$ cat src/rtl/mem_bus_arbiter.sv
// Two-master round-robin arbiter for the native memory bus, with a per-transaction
// watchdog that answers the owning master with an error if the slave never responds.
module mem_bus_arbiter #(
    parameter int unsigned TIMEOUT_CYCLES = 256,
    parameter logic [31:0] ERR_DATA       = 32'hDEAD_BEEF
) (
    input  logic        clk,
    input  logic        rst_n,
    input  logic        m0_valid,
    input  logic        m0_instr,
    input  logic [31:0] m0_addr,
    input  logic [31:0] m0_wdata,
    input  logic [3:0]  m0_wstrb,
    output logic        m0_ready,
    output logic [31:0] m0_rdata,
    output logic        m0_err,
    input  logic        m1_valid,
    input  logic        m1_instr,
    input  logic [31:0] m1_addr,
    input  logic [31:0] m1_wdata,
    input  logic [3:0]  m1_wstrb,
    output logic        m1_ready,
    output logic [31:0] m1_rdata,
    output logic        m1_err,
    output logic        s_valid,
    output logic        s_instr,
    output logic [31:0] s_addr,
    output logic [31:0] s_wdata,
    output logic [3:0]  s_wstrb,
    input  logic        s_ready,
    input  logic [31:0] s_rdata,
    output logic [1:0]  grant,
    output logic        timeout_pulse
);

    typedef enum logic [1:0] {
        IDLE = 2'd0,
        BUSY = 2'd1,
        RESP = 2'd2
    } state_t;

    state_t      state, state_nxt;
    logic        last_grant;
    logic        owner;
    logic        win;
    logic        any_req;
    logic        timeout;
    logic        req_instr;
    logic [31:0] req_addr;
    logic [31:0] req_wdata;
    logic [3:0]  req_wstrb;
    logic [31:0] rdata_q;
    logic        err_q;
    logic [15:0] cnt;

    // Tie goes to the master that did not own the bus last.
    always_comb begin
        any_req = m0_valid | m1_valid;
        win     = (m0_valid && m1_valid) ? ~last_grant : m1_valid;
        timeout = (cnt == 16'(TIMEOUT_CYCLES - 1)) && !s_ready;
    end

    always_comb begin
        state_nxt = state;
        case (state)
            IDLE:    if (any_req) state_nxt = BUSY;
            BUSY:    if (s_ready || timeout) state_nxt = RESP;
            RESP:    state_nxt = IDLE;
            default: state_nxt = IDLE;
        endcase
    end

    always_ff @(posedge clk) begin
        if (!rst_n) state <= IDLE;
        else        state <= state_nxt;
    end

    always_ff @(posedge clk) begin
        if (!rst_n) begin
            last_grant <= 1'b1;
            owner      <= 1'b0;
            req_instr  <= 1'b0;
            req_addr   <= '0;
            req_wdata  <= '0;
            req_wstrb  <= '0;
            rdata_q    <= '0;
            err_q      <= 1'b0;
            cnt        <= '0;
        end else begin
            case (state)
                IDLE: begin
                    cnt <= '0;
                    if (any_req) begin
                        owner      <= win;
                        last_grant <= win;
                        req_instr  <= win ? m1_instr : m0_instr;
                        req_addr   <= win ? m1_addr  : m0_addr;
                        req_wdata  <= win ? m1_wdata : m0_wdata;
                        req_wstrb  <= win ? m1_wstrb : m0_wstrb;
                    end
                end
                BUSY: begin
                    cnt <= cnt + 16'd1;
                    // A ready arriving on the timeout cycle still counts as a normal completion.
                    if (s_ready) begin
                        rdata_q <= s_rdata;
                        err_q   <= 1'b0;
                    end else if (timeout) begin
                        rdata_q <= ERR_DATA;
                        err_q   <= 1'b1;
                    end
                end
                default: ;
            endcase
        end
    end

    always_comb begin
        s_valid       = (state == BUSY);
        s_instr       = req_instr;
        s_addr        = req_addr;
        s_wdata       = req_wdata;
        s_wstrb       = req_wstrb;
        m0_ready      = (state == RESP) && !owner;
        m1_ready      = (state == RESP) && owner;
        m0_err        = m0_ready && err_q;
        m1_err        = m1_ready && err_q;
        m0_rdata      = m0_ready ? rdata_q : '0;
        m1_rdata      = m1_ready ? rdata_q : '0;
        grant         = (state == IDLE) ? 2'b00 : (owner ? 2'b10 : 2'b01);
        timeout_pulse = (state == RESP) && err_q;
    end

endmodule

$ cat config.mk
export PLATFORM = sky130hd
export DESIGN_NAME = mem_bus_arbiter
export DESIGN_NICKNAME = d
export VERILOG_FILES = /design/src/rtl/mem_bus_arbiter.sv
export SDC_FILE = /design/constraint.sdc
export NUM_CORES = 1
export LEC_CHECK = 0
export CAP_MARGIN = 20
export CORE_ASPECT_RATIO = 1.25
export CORE_MARGIN = 1.5
export CORE_UTILIZATION = 30
export CTS_CLUSTER_DIAMETER = 80
export DETAILED_ROUTE_END_ITERATION = 7
export MAX_ROUTING_LAYER = met4
export PLACE_DENSITY = 0.76
export SLEW_MARGIN = 20
export SYNTH_ARGS = -nofsm -noshare
export SYNTH_HDL_FRONTEND = slang
export SYNTH_SLANG_ARGS = --single-unit
$ cat constraint.sdc
create_clock -name clk -period 3.08 [get_ports clk]
set_input_delay 0.616 -clock clk [delete_from_list [all_inputs] [get_ports clk]]
set_output_delay 0.616 -clock clk [all_outputs]
set_load 0.005 [all_outputs]
==> flow_summary.json, run 1 <==
{
  "status": "finished, final reports clean",
  "fp.dieH_microns": 156,
  "slew_headroom": 0.461,
  "synth_top_cell_by_area": "dfxtp_1",
  "maxCapViolCount": 0,
  "grt_max_degree": 141,
  "synth.avg_cell_area_sq_um": 9.54,
  "track_usage": 0.179,
  "drive_gt1_frac": 0.0619,
  "clkPwrFrac": 0.409,
  "yosysMostFrequentCell": "dfxtp_1",
  "grt_pass1_wl_microns": 27200,
  "rsz0062_at_grt": "false",
  "via_per_inst": 4.90,
  "place_ws_ns": 0.700,
  "yosysSeqAreaShare": 0.436,
  "synth_fp_nets": 764,
  "synthesis.area_sq_um": 5610,
  "cts_made_buffers": 17,
  "cts_tree": "done",
  "grt_pass1_vias": 5436,
  "period_minus_slack_ns": 2.79,
  "ys_warn_count": 0,
  "post_cts_buffers": 0,
  "path_max_fanout": 35,
  "detail_route.iter0.violations": 208,
  "crit_type": "reg -> out",
  "synth_top_area_frac": 0.436,
  "insertion_delay_ns": 0.41,
  "ant_nets": 0,
  "core_area_sq_um": 18200,
  "finalCritPeriodShare": 0.905,
  "seq_power_share": 0.391,
  "die_width_microns": 125,
  "initial_core_util": 0.307,
  "crit_path_end_kind": "output port",
  "synth-edff-count": 0,
  "synthTopCellsByArea": "dfxtp_1 44%, mux2i_1 12%, a211oi_1 9.4%, nor2_1 5.7%, o221a_1 4.0%",
  "sw_frac_of_total": 0.253,
  "ir_drop_mv": 0.313,
  "power_density_nw_per_um2": 490,
  "hold_path.class": "reg -> reg",
  "fmax_mhz": 359,
  "slew_violations": 0,
  "hpwl_microns": 12900,
  "crit_chain": "and2b_1, buf_4, and2_1, nor2b_1, clkdlybuf4s50_1",
  "synth-async-reset-ratio": 0,
  "fin_ws_ns": 0.293,
  "holdWs_ns": 0.495,
  "wl_per_cell_microns": 15.3,
  "critical_path_arrival_ns": 2.17,
  "path_clk_slew_ns": 0.06,
  "start_kind": "register",
  "cts_resized": 0,
  "num_rows": 55,
  "yosys.cell_types.count": 44,
  "synth_seq_cells": 122,
  "synth_ff_type": "dfxtp_1",
  "critical_path.slowest_cell": "clkdlybuf4s50_1",
  "dieArea_sq_um": 19500,
  "diodes": 0,
  "worst_pin_slew_ns": 0.807,
  "gp_congestion": 0.772,
  "ctsHoldBuffers": 0,
  "p_int_mw": 3.46,
  "clock-sinks": 122,
  "synthCells": 588,
  "setup_violations": 0,
  "synthTopCellsByCount": "122 x dfxtp_1, 85 x nor2_1, 70 x a211oi_1",
  "combPwrFrac": 0.200,
  "cts_buffer_depth": 2,
  "num_vias": 5466,
  "antenna_found_initial": 0,
  "portBuffers": 315,
  "crit_path_max_incr_delay_ns": 0.50,
  "cts-root-buf": "clkbuf_16",
  "p_sw_mw": 1.17,
  "htreeDepth": 4,
  "hold_violations": 0,
  "dr.pass1.iters": 4,
  "drc": 0,
  "leakage_nw": 3.65,
  "finalNetCount": 1054,
  "grt_overflow": 0,
  "worstPathRequired_ns": 2.46,
  "areaGrowthSynthToFinish_pct": 68.4,
  "ios": 316,
  "routed_wirelength_microns": 17100,
  "fin_worst_skew_ns": 0.0134,
  "fin_tns_setup_ns": 0,
  "finalPower_mw": 4.63
}
==> state kept, by name, indices dropped and copies added, names as in the netlist <==
| signal | count |
|---|---|
| last_grant | 1 |
| rdata_q | 32 |
| state | 2 |
| s_wstrb | 4 |
| cnt | 16 |
| s_instr | 1 |
| s_addr | 32 |
| s_wdata | 32 |
| owner | 1 |
| err_q | 1 |
==> critical path, delay by kind of cell, from the launching register on <==
family,cells,cell delay [ns]
buffers and inverters,2,0.79
AND/OR/NAND/NOR,3,0.48
flip-flops,1,0.48
==> power by group through the flow <==
stage               combinational [mW]  sequential, mW  clock [mW]
global placement                 0.925            1.84           0
detailed placement               0.932            1.84           0
global route                      1.01            1.83        2.02
floorplan                        0.399            1.84           0
finish                           0.924            1.81        1.89
CTS                              0.937            1.81        1.94
==> worst paths after layout <==
check	cells after the start	slack (ns)	startpoint	to
worst min register to register	2	0.50	rdata_q[4]	rdata_q[4]
worst max register to register	4	1.05	cnt[3]	rdata_q[31]
worst min-delay path	2	0.50	rdata_q[4]	rdata_q[4]
worst max-delay path	5	0.29	state[1]	m0_err
==> kinds of logic (layout without fill, tap and decap cells) <==
group / Yosys count / in the layout / share of synthesized area
XOR/XNOR: 10 / 10 / 0.0156
adder cells (fa/ha/maj): 1 / 1 / 0.00223
AND/OR/NAND/NOR: 200 / 200 / 0.189
flip-flops: 122 / 122 / 0.436
buffers and inverters: 59 / 359 / 0.0536
multiplexers: 69 / 69 / 0.123
AO/OA/AOI/OAI: 127 / 127 / 0.180
==> cells in the final DEF (no fill, tap or decap), types with 2 or more instances in the layout <==
cell,count
dfxtp_1,122
clkbuf_16,17
and3b_1,2
a22oi_1,9
and3_1,33
inv_1,2
o221a_1,20
and2_1,34
nand4_1,4
or3_1,3
buf_4,10
clkinv_4,4
nand2_1,10
clkinv_2,5
xor2_1,8
o221a_2,4
a21oi_1,12
bufinv_16,2
nor2b_1,4
and4_1,2
mux2i_1,69
buf_12,2
nand3_1,12
clkdlybuf4s50_1,315
o211ai_1,2
nor2_1,85
nand3_2,2
or4_1,2
xnor2_1,2
a211oi_1,70
o21ai_0,4
==> stage by stage <==
stage	instance area (sq um)	cells	utilization
6_report	9440	1116	0.518
5_1_grt	9440	1116	0.518
4_1_cts	9440	1116	0.518
3_5_place_dp	8890	1087	0.487
3_3_place_gp	8890	1087	0.487
2_1_floorplan	5610	588	-
==> layer usage <==
| layer | global-route usage | share of wire | up-vias | wire length, microns |
|---|---|---|---|---|
| met2 | 0.319 | 0.51 | 231 | 8720 |
| met3 | 0.0470 | 0.057 | 29 | 970 |
| met4 | 0.0714 | 0.026 | 0 | 437 |
| met5 | - | 0 | - | 0 |
| li1 | - | - | 2729 | - |
| met1 | 0.188 | 0.41 | 2477 | 7000 |
==> final cells by class <==
cell class	count	area, sq um
clock buffers	17	425
clock inverters	12	129
fillers	1677	8790
inverters	3	11.3
multi-input cells	407	2880
flip-flops and latches	122	2440
well taps	228	285
repair buffers	327	3270
No activity file was read; power rests on OpenSTA's default activity.
==> run 2: changes to the inputs <==
Settings changed: CAP_MARGIN 20 to 40.
==> flow_summary.json, run 2 (same netlist as run 1, synthesis figures left out) <==
{
  "worstPathRequired_ns": 2.46,
  "leakage_nw": 3.66,
  "crit_path_end_kind": "output port",
  "core_area_sq_um": 18200,
  "hold_end": "s_addr[14]",
  "hold_violations": 0,
  "maxCapViolCount": 0,
  "track_usage": 0.179,
  "finalCritPeriodShare": 0.902,
  "cp.depth": 5,
  "fin_ws_ns": 0.302,
  "r2r_slack_ns": 1.04,
  "dr.pass1.iters": 4,
  "crit_type": "reg -> out",
  "path_max_fanout": 33,
  "status": "finished, final reports clean",
  "crit_path_max_incr_delay_ns": 0.51,
  "crit_chain": "and2b_1, nor2b_1, buf_4, and2_1, clkdlybuf4s50_1",
  "whs_path_depth": 2,
  "insertion_delay_ns": 0.41,
  "setup_violations": 0,
  "critPathBufInv": 2,
  "fin_tns_setup_ns": 0,
  "grt_max_degree": 141,
  "grt_pass1_wl_microns": 27200,
  "ant_nets": 0,
  "fmax_mhz": 360,
  "fp.dieH_microns": 156,
  "hpwl_microns": 12900,
  "path_clk_slew_ns": 0.06,
  "startpoint": "state[1]",
  "start_kind": "register",
  "hp-start": "s_addr[14]",
  "initial_core_util": 0.307,
  "areaGrowthSynthToFinish_pct": 68.7,
  "dieArea_sq_um": 19500,
  "num_vias": 5464,
  "slew_headroom": 0.550,
  "hold_path.class": "reg -> reg",
  "drive_gt1_frac": 0.0630,
  "place_ws_ns": 0.700,
  "grt_pass1_vias": 5436,
  "drc": 0,
  "cts_made_buffers": 17,
  "worst_pin_slew_ns": 0.675,
  "layout_commonest_cell": "clkdlybuf4s50_1",
  "detail_route.iter0.violations": 187,
  "fillCellCount": 1676,
  "diodes": 0,
  "power_density_nw_per_um2": 490,
  "cts_buffer_depth": 2,
  "gp_congestion": 0.772,
  "cts-root-buf": "clkbuf_16",
  "antenna_found_initial": 0,
  "rr_startpoint": "cnt[3]",
  "r2r_cells": 4,
  "portBuffers": 315,
  "regArea_sq_um": 2440,
  "htreeDepth": 4,
  "critical_path_arrival_ns": 2.16,
  "rsz0062_at_grt": "false",
  "cts_resized": 0,
  "die_width_microns": 125,
  "routed_wirelength_microns": 17100,
  "clock-sinks": 122,
  "finalNetCount": 1055,
  "period_minus_slack_ns": 2.78,
  "crit_family": "buffers and inverters",
  "wl_per_cell_microns": 15.3,
  "layout_common_cells": "315 x clkdlybuf4s50_1, 122 x dfxtp_1, 85 x nor2_1",
  "slew_violations": 0,
  "worstReg2RegEnd": "rdata_q[31]",
  "multi_input_area_sq_um": 2880,
  "num_rows": 55,
  "holdWs_ns": 0.496,
  "via_per_inst": 4.89,
  "ctsHoldBuffers": 0,
  "fin_worst_skew_ns": 0.0139,
  "ios": 316,
  "grt_overflow": 0,
  "post_cts_buffers": 0,
  "critical_path.slowest_cell": "clkdlybuf4s50_1",
  "cts_tree": "done",
  "ir_drop_mv": 0.313
}
==> run 2: area by class of cell <==
| type | instances | share of cell area |
|---|---|---|
| clock inverter | 12 | 0.0136 |
| multi-input combinational | 407 | 0.305 |
| clock buffer | 17 | 0.0450 |
| timing repair buffer | 328 | 0.347 |
| sequential | 122 | 0.258 |
| tap | 228 | 0.0302 |
| inverter | 3 | 0.00119 |
==> run 2: routing by layer <==
metal	part of all wire	global-route usage	wire length, microns
met1	0.41	0.188	7000
met2	0.51	0.319	8720
met3	0.056	0.0470	964
met4	0.026	0.0714	437
met5	0	-	0
==> run 2: worst max path at each step <==
stage,endpoint
3_3_place_gp,m0_rdata[6]
6_report,m0_rdata[6]
3_5_place_dp,m0_rdata[6]
5_1_grt,m0_err
2_1_floorplan,m0_rdata[10]
4_1_cts,m0_rdata[6]
==> run 2: stage by stage <==
stage / util / cells / power, mW / instance area [sq um]
2_1_floorplan: - / 588 / 2.23 / 5610
3_3_place_gp: 0.487 / 1087 / 2.76 / 8890
3_5_place_dp: 0.487 / 1087 / 2.78 / 8890
4_1_cts: 0.518 / 1116 / 4.69 / 9440
5_1_grt: 0.519 / 1117 / 4.86 / 9460
6_report: 0.519 / 1117 / 4.63 / 9460
==> run 2: report_power, final <==
group          internal (mW)  switching [mW]
Sequential              1.72          0.0864
Combinational          0.560           0.368
Clock                   1.17           0.721
Total                   3.46            1.18
==> run 2: worst register-to-register path: stages (launching register included) <==
cell	delay [ns]
dfxtp_1	0.40
and4_1	0.39
nand4_4	0.27
a21oi_4	0.60
o221a_2	0.31
==> run 3: changes to the inputs <==
Settings changed: ABC_AREA from default to 1, PLACE_DENSITY 0.76 to 0.77.
==> flow_summary.json, run 3 <==
{
  "worstReg2RegEnd": "rdata_q[8]",
  "diodes": 0,
  "hp-start": "rdata_q[22]",
  "synth-edff-count": 0,
  "finalCritPeriodShare": 0.916,
  "antenna_found_initial": 0,
  "whs_path_depth": 2,
  "clock-sinks": 122,
  "synthTopCellsByArea": "dfxtp_1 45%, nand2_1 13%, a31oi_1 8.0%, nor2_1 7.3%, o21ai_0 6.5%",
  "fin_worst_skew_ns": 0.00782,
  "synth_fp_nets": 946,
  "cts_resized": 0,
  "r2r_slack_ns": 1.38,
  "grt_pass1_wl_microns": 27700,
  "rr_startpoint": "cnt[0]",
  "yosysSeqAreaShare": 0.454,
  "wl_per_cell_microns": 13.7,
  "layout_common_cells": "314 x clkdlybuf4s50_1, 193 x nand2_1, 122 x dfxtp_1",
  "critical_path_arrival_ns": 2.20,
  "num_vias": 6082,
  "grt_pass1_vias": 5631,
  "synth_top_area_frac": 0.454,
  "track_usage": 0.193,
  "fin_tns_setup_ns": 0,
  "cts_buffer_depth": 2,
  "synth_top_cell_by_area": "dfxtp_1",
  "path_max_fanout": 24,
  "ctsHoldBuffers": 0,
  "cts_made_buffers": 17,
  "r2r_cells": 8,
  "ant_nets": 0,
  "insertion_delay_ns": 0.41,
  "hpwl_microns": 13000,
  "slew_violations": 0,
  "maxCapViolCount": 0,
  "leakage_nw": 3.51,
  "ir_drop_mv": 0.338,
  "routed_wirelength_microns": 17800,
  "yosys.cell_types.count": 25,
  "fp.dieH_microns": 153,
  "start_kind": "register",
  "grt_max_degree": 79,
  "detail_route.iter0.violations": 298,
  "rsz0062_at_grt": "false",
  "num_rows": 54,
  "synth.avg_cell_area_sq_um": 6.99,
  "synthesis.area_sq_um": 5380,
  "status": "finished, final reports clean",
  "synth_ff_type": "dfxtp_1",
  "period_minus_slack_ns": 2.82,
  "cts-root-buf": "clkbuf_16",
  "htreeDepth": 4,
  "dieArea_sq_um": 18800,
  "layout_commonest_cell": "clkdlybuf4s50_1",
  "die_width_microns": 123,
  "hold_end": "rdata_q[22]",
  "synthTopCellsByCount": "193 x nand2_1, 122 x dfxtp_1, 105 x nor2_1",
  "portBuffers": 315,
  "path_clk_slew_ns": 0.06,
  "areaGrowthSynthToFinish_pct": 72.7,
  "synth-async-reset-ratio": 0,
  "grt_overflow": 0,
  "holdWs_ns": 0.462,
  "synth_seq_cells": 122,
  "drive_gt1_frac": 0.0447,
  "setup_violations": 0,
  "via_per_inst": 4.69,
  "hold_violations": 0,
  "yosysMostFrequentCell": "nand2_1",
  "synthCells": 770,
  "fillCellCount": 1672,
  "startpoint": "state[1]",
  "ys_warn_count": 0,
  "crit_path_end_kind": "output port",
  "dr.pass1.iters": 4,
  "gp_congestion": 0.834,
  "drc": 0,
  "crit_type": "reg -> out",
  "core_area_sq_um": 17500,
  "finalNetCount": 1237,
  "worst_pin_slew_ns": 0.775,
  "cts_tree": "done",
  "slew_headroom": 0.483,
  "hold_path.class": "reg -> reg",
  "worstPathRequired_ns": 2.46,
  "post_cts_buffers": 0,
  "initial_core_util": 0.308,
  "fmax_mhz": 355,
  "ios": 316,
  "power_density_nw_per_um2": 509
}
## run 3: area by class of cell
type	count	area, sq um	area share
flip-flops and latches	122	2440	0.263
well taps	224	280	0.0301
multi-input cells	531	2430	0.261
clock inverters	13	166	0.0179
repair buffers	324	3310	0.356
clock buffers	19	433	0.0466
inverters	65	244	0.0262
## run 3: through the flow
step | cells | total power [mW] | instance area, sq um | worst slack (ns) | util
5_1_grt | 1298 | 4.95 | 9300 | 0.0544 | 0.531
3_3_place_gp | 1264 | 2.72 | 8640 | 0.601 | 0.494
3_5_place_dp | 1266 | 2.73 | 8700 | 0.666 | 0.497
4_1_cts | 1298 | 4.79 | 9300 | 0.222 | 0.531
2_1_floorplan | 770 | 2.19 | 5380 | 1.39 | -
6_report | 1298 | 4.73 | 9300 | 0.260 | 0.531
## run 3: kinds of logic (layout without fill, tap and decap cells)
group | after synthesis | in the layout | share of synthesized area
simple gates | 314 | 314 | 0.228
compound gates | 216 | 216 | 0.219
flops | 122 | 122 | 0.454
buf+inv | 117 | 421 | 0.0971
fa+ha+maj | 1 | 1 | 0.00232
## run 3: worst max path at each step
stage | endpoint | cells after the start
floorplan | m1_rdata[10] | 5
global placement | m1_rdata[5] | 5
detailed placement | m1_rdata[5] | 6
CTS | m0_rdata[5] | 6
global route | m0_rdata[28] | 6
finish | m0_rdata[26] | 6
## run 3: critical path: stages, from the launching register on
cell and delay, ns:
dfxtp_1 0.46, nand2_1 0.14, nor2_1 0.15, inv_1 0.21
buf_16 0.23, nor2_1 0.10, clkdlybuf4s50_1 0.51
## run 3: power by group
group	switching [mW]	leakage [nW]	internal (mW)
combinational	0.392	2.22	0.513
clock	0.757	0.285	1.28
sequential	0.0678	1.01	1.72
## run 3: per-layer routing
metal,global-route usage,part of all wire,up-vias
met5,-,0,-
met4,0.0731,0.025,0
met3,0.0438,0.068,37
met2,0.340,0.50,252
met1,0.208,0.41,2684
li1,-,-,3109
